--- config.mk ---
export PLATFORM = sky130hd
export DESIGN_NAME = fifo_uart_tx
export DESIGN_NICKNAME = d
export VERILOG_FILES = /design/src/rtl/fifo_uart_tx_pkg.sv /design/src/rtl/fifo_uart_tx_bit_timer.sv /design/src/rtl/fifo_uart_tx.sv
export SDC_FILE = /design/constraint.sdc
export NUM_CORES = 1
export LEC_CHECK = 0
export CAP_MARGIN = 25
export CORE_ASPECT_RATIO = 1.5
export CORE_MARGIN = 1.5
export CORE_UTILIZATION = 56
export CTS_BUF_LIST = sky130_fd_sc_hd__clkbuf_16
export DETAILED_ROUTE_END_ITERATION = 10
export PLACE_DENSITY_LB_ADDON = 0.3
export SLEW_MARGIN = 20
export SYNTH_ARGS = -nofsm -noshare
export SYNTH_HDL_FRONTEND = slang
export SYNTH_SLANG_ARGS = --single-unit
--- constraint.sdc ---
create_clock -name rclk -period 3.7 [get_ports rclk]
set_clock_uncertainty 0.05 [all_clocks]
set_input_delay 0.555 -clock rclk [delete_from_list [all_inputs] [get_ports rclk]]
set_output_delay 0.555 -clock rclk [all_outputs]
set_load 0.05 [all_outputs]
--- src/rtl/fifo_uart_tx_pkg.sv ---
// fifo_uart_tx_pkg: shared state encoding, parity-type constants and parity helper
// for the FIFO-fed UART transmitter.
package fifo_uart_tx_pkg;
   typedef enum logic [2:0] {
      IDLE   = 3'd0,
      START  = 3'd1,
      DATA   = 3'd2,
      PARITY = 3'd3,
      STOP   = 3'd4
   } state_t;
   localparam logic PAR_EVEN = 1'b0;
   localparam logic PAR_ODD  = 1'b1;
   // x is the XOR reduction of the data word
   function automatic logic parity_of(input logic x, input logic typ);
      return (typ == PAR_ODD) ? ~x : x;
   endfunction
endpackage

--- src/rtl/fifo_uart_tx_bit_timer.sv ---
// uart_tx_bit_timer: cycle-count prescaler producing one bit_done pulse on the
// final cycle of every bit period.
//   rclk     : clock
//   rrst_n   : async active-low reset
//   load     : restarts the period (frame load)
//   prescale : cycles per bit, latched by the caller; 0 behaves as 1
//   bit_done : high on the last cycle of each bit period
module uart_tx_bit_timer #(
   parameter int PRESC_W = 8
) (
   input  logic               rclk,
   input  logic               rrst_n,
   input  logic               load,
   input  logic [PRESC_W-1:0] prescale,
   output logic               bit_done
);
   logic [PRESC_W-1:0] cnt;
   logic [PRESC_W-1:0] last;
   assign last     = (prescale == '0) ? '0 : prescale - 1'b1;
   assign bit_done = (cnt == last);
   always_ff @(posedge rclk or negedge rrst_n) begin
      if (!rrst_n)               cnt <= '0;
      else if (load || bit_done) cnt <= '0;
      else                       cnt <= cnt + 1'b1;
   end
endmodule

--- src/rtl/fifo_uart_tx.sv ---
// fifo_uart_tx: pops words from an async FIFO read port and sends each one as a
// UART frame (start, WIDTH data bits LSB first, optional parity, one stop).
//   rclk/rrst_n      : clock and async active-low reset
//   rempty/rdata     : FIFO read side status and data
//   rinc             : FIFO pop strobe, one cycle per word
//   prescale         : rclk cycles per bit (0 behaves as 1), held per frame
//   par_en/par_typ   : parity enable and type (0 even, 1 odd), held per frame
//   tx_out           : registered serial line, idle high
//   busy             : high while a frame is in progress
module fifo_uart_tx
   import fifo_uart_tx_pkg::*;
#(
   parameter int WIDTH   = 8,
   parameter int PRESC_W = 8
) (
   input  logic               rclk,
   input  logic               rrst_n,
   input  logic               rempty,
   input  logic [WIDTH-1:0]   rdata,
   output logic               rinc,
   input  logic [PRESC_W-1:0] prescale,
   input  logic               par_en,
   input  logic               par_typ,
   output logic               tx_out,
   output logic               busy
);
   localparam int BW = $clog2(WIDTH) + 1;
   state_t             state, nxt;
   logic [WIDTH-1:0]   sh, sh_d;
   logic [BW-1:0]      bit_cnt, bit_cnt_d;
   logic [PRESC_W-1:0] presc_q;
   logic               par_en_q, par_bit_q, bit_done, tx_d;
   uart_tx_bit_timer #(.PRESC_W(PRESC_W)) u_timer (
      .rclk     (rclk),
      .rrst_n   (rrst_n),
      .load     (rinc),
      .prescale (presc_q),
      .bit_done (bit_done)
   );
   // popping on the last STOP cycle chains frames with no idle gap
   assign rinc = !rempty && (state == IDLE || (state == STOP && bit_done));
   assign busy = (state != IDLE);
   always_comb begin
      nxt       = state;
      sh_d      = sh;
      bit_cnt_d = bit_cnt;
      case (state)
         IDLE:    if (rinc) nxt = START;
         START:   if (bit_done) begin
            nxt       = DATA;
            bit_cnt_d = '0;
         end
         DATA:    if (bit_done) begin
            if (bit_cnt == BW'(WIDTH - 1)) nxt = par_en_q ? PARITY : STOP;
            else begin
               sh_d      = sh >> 1;
               bit_cnt_d = bit_cnt + 1'b1;
            end
         end
         PARITY:  if (bit_done) nxt = STOP;
         STOP:    if (bit_done) nxt = rinc ? START : IDLE;
         default: nxt = IDLE;
      endcase
      if (rinc) sh_d = rdata;
      // tx_out is registered, so it is driven from the state being entered
      tx_d = (nxt == START)  ? 1'b0 :
             (nxt == DATA)   ? sh_d[0] :
             (nxt == PARITY) ? par_bit_q : 1'b1;
   end
   always_ff @(posedge rclk or negedge rrst_n) begin
      if (!rrst_n) begin
         state     <= IDLE;
         sh        <= '0;
         bit_cnt   <= '0;
         tx_out    <= 1'b1;
         presc_q   <= '0;
         par_en_q  <= 1'b0;
         par_bit_q <= 1'b0;
      end else begin
         state   <= nxt;
         sh      <= sh_d;
         bit_cnt <= bit_cnt_d;
         tx_out  <= tx_d;
         if (rinc) begin
            presc_q   <= prescale;
            par_en_q  <= par_en;
            par_bit_q <= parity_of(^rdata, par_typ);
         end
      end
   end
endmodule

==> results.json <==
{
  "async_flop_share": 1.00,
  "setup_violations": 0,
  "antenna_found_initial": 0,
  "io_pins": 24,
  "n_antenna_cell": 0,
  "io_buffers": 23,
  "cts-root-buf": "clkbuf_16",
  "worstHoldStart": "sh[3]",
  "yosysTopAreaCell": "dfrtp_1",
  "synth-main-ff-cell": "dfrtp_1",
  "synth-seq-cells": 34,
  "finalSetupTns_ns": 0,
  "critical_path.max_fanout": 8,
  "worstSetupEndpointType": "output pin",
  "dpl.hpwl_um": 3380,
  "worst_r2r_path_depth": 10,
  "required_ns": 3.09,
  "remaining_drc_errors": 0,
  "dr.first_iter.drc_count": 56,
  "wl_per_cell_um": 16.5,
  "start_util": 0.591,
  "numClockSinks": 34,
  "cts_tree": "yes",
  "synth_area_leaders": "dfrtp_1 (38%), mux2_2 (5.1%), nor2_1 (4.4%), xor2_1 (4.0%), xnor2_1 (3.6%)",
  "rsz0062_at_grt": "false",
  "synth.top_cell.area_share": 0.376,
  "dp_cells": 275,
  "critPathKind": "flip-flop to output pin",
  "floorplan.rows": 27,
  "path_clk_slew_ns": 0.05,
  "regToRegSetupSlack_ns": 0.45,
  "relSlewSlack": 0.542,
  "insertion_delay_ns": 0.28,
  "numCtsBuffers": 5,
  "syn_inst": 214,
  "power_density_nw_per_um2": 829,
  "min_to": "sh[3]",
  "first_global_vias": 1694,
  "startpoint_type": "flip-flop",
  "finalNonFillerCells": 283,
  "synth_edf_count": 0,
  "yosys_warnings": 0,
  "hold_viol": 0,
  "maxSlewViolCount": 0,
  "finalWirelength_um": 4670,
  "finalCriticalPeriod_ns": 3.50,
  "ys_seq_area_frac": 0.388,
  "grt_pass1_wl_um": 7760,
  "clockBufferDepth": 2,
  "nFillCells": 274,
  "synth_area_um2": 2200,
  "place_congestion": 0.840,
  "multi_input_area_um2": 1250,
  "viasPerCell": 6.25,
  "regArea_um2": 852,
  "core_area_um2": 3720,
  "fmax_mhz": 286,
  "nNetsFinal": 263,
  "min_path_cells": 1,
  "grt_max_degree": 35,
  "ys_types": 64,
  "drive_gt1_frac": 0.192,
  "post_cts_buffers": 0,
  "die_h_um": 79.7,
  "htreeDepth": 2,
  "status": "finished clean",
  "ant_nets": 0,
  "worstHoldPathType": "flip-flop to flip-flop",
  "cap_violations": 0,
  "num_vias": 1770,
  "synth.avg_cell_area_um2": 10.3,
  "irDropWorstVdd_v": 0.000531,
  "worst_pin_slew_ns": 0.679,
  "reg2reg_to": "presc_q[0]",
  "syn_to_final_growth_pct": 19.1,
  "synth_nets": 238,
  "die_area_um2": 4310,
  "grt_usage": 0.245,
  "reg2reg_from": "presc_q[0]",
  "fp.dieW_um": 54.1,
  "p_leak_nw": 1.10,
  "arrival_ns": 2.89,
  "dr.pass1.iters": 4,
  "grt.overflow.total": 0,
  "period_share": 0.945
}
## placed cells by master (no fill, tap or decap), drive strengths merged, types with 2 or more instances in the layout
cell type      count
dfrtp             33
nor4b              2
clkdlybuf4s50     22
a21oi              6
o311ai             2
nor2              26
or3                3
ha                 3
a21boi             2
o2111a             2
buf                3
or4                2
mux2              12
nor4               4
a221o              7
nand2b             2
clkbuf             5
inv               11
a22oi              2
and3               5
a211o              2
and2               6
xnor2              9
a21o               2
nand4              2
xor2              10
nand3             12
nor2b              2
or2                3
nand2              7
nor3b              2
o21ai              5
nand3b             2
nor3               3
## what timing repair did
item,in CTS,in global routing
resized for setup,0,2
hold buffers,0,0
endpoints found under the setup margin,0,1
## power breakdown
part | internal [W] | switching [W] | leakage, nW
Combinational | 0.000501 | 0.000469 | 0.593
Clock | 0.000312 | 0.000144 | 0.0826
Sequential | 0.000516 | 0.000226 | 0.428
Total | 0.00133 | 0.000838 | 1.10
## metrics by stage
| step | hold slack [ns] | cell area, um^2 | total power [W] | util | worst slack, ns |
|---|---|---|---|---|---|
| floorplan | 0.209 | 2200 | 0.00150 | - | 0.620 |
| global placement | 0.437 | 2440 | 0.00166 | 0.658 | 0.498 |
| detailed placement | 0.442 | 2440 | 0.00169 | 0.658 | 0.416 |
| CTS | 0.454 | 2610 | 0.00216 | 0.702 | 0.136 |
| global route | 0.467 | 2620 | 0.00231 | 0.704 | 0.0640 |
| finish | 0.448 | 2620 | 0.00217 | 0.704 | 0.203 |
## kinds of logic (layout without fill, tap and decap cells)
logic type      Yosys count  count (layout)  synth area share
xor+xnor                 20              20            0.0878
flops                    34              34             0.388
mux                      13              13            0.0695
buf+inv                  17              43            0.0444
simple gates             84              84             0.222
fa+ha+maj                 3               3            0.0171
compound gates           43              43             0.171
## worst max-delay path, stage by stage (launching register included)
cell and delay, ns:
dfrtp_1 0.45, inv_1 0.09, ha_1 0.30, nor3b_4 0.21, or4_4 0.54, o221ai_2 0.10, o2111a_4 0.32, a21oi_4 0.08
nor3_4 0.34, buf_12 0.19
## area by class of cell
class	instances	area share
Tap cell	43	0.0206
Inverter	10	0.0144
Timing Repair Buffer	25	0.0976
Clock buffer	5	0.0478
Clock inverter	3	0.0144
Multi-Input combinational cell	163	0.479
Sequential cell	34	0.326
## per-layer routing
metal,track usage,vias to the layer above,share of wire
met2,0.437,51,0.56
met1,0.276,867,0.39
met5,0,-,0
li1,-,839,-
met3,0.0412,13,0.030
met4,0.0975,0,0.024
## state kept, by name, indices dropped and copies added, names as in the netlist
register	cells
bit_cnt	4
par_bit_q	1
par_en_q	1
presc_q	8
sh	8
state	3
tx_out	1
u_timer.cnt	8
## Yosys cell counts, drive strengths merged, types with 3 or more instances
cell / count
dfrtp: 33
nor2: 26
mux2: 12
nand3: 12
inv: 10
xor2: 10
xnor2: 9
a221o: 7
nand2: 7
a21oi: 6
and2: 6
and3: 5
buf: 5
o21ai: 5
nor4: 4
ha: 3
nor3: 3
or2: 3
or3: 3
## worst max-delay path by stage
stage | end | cells past startpoint | startpoint
final | rinc | 9 | presc_q[0]
after global routing | rinc | 9 | presc_q[0]
after CTS | rinc | 9 | presc_q[0]
after detailed placement | presc_q[0] | 10 | presc_q[0]
after global placement | presc_q[2] | 10 | presc_q[0]
after floorplan | rinc | 9 | presc_q[0]
Note: power is estimated with default switching activity, not from simulation.
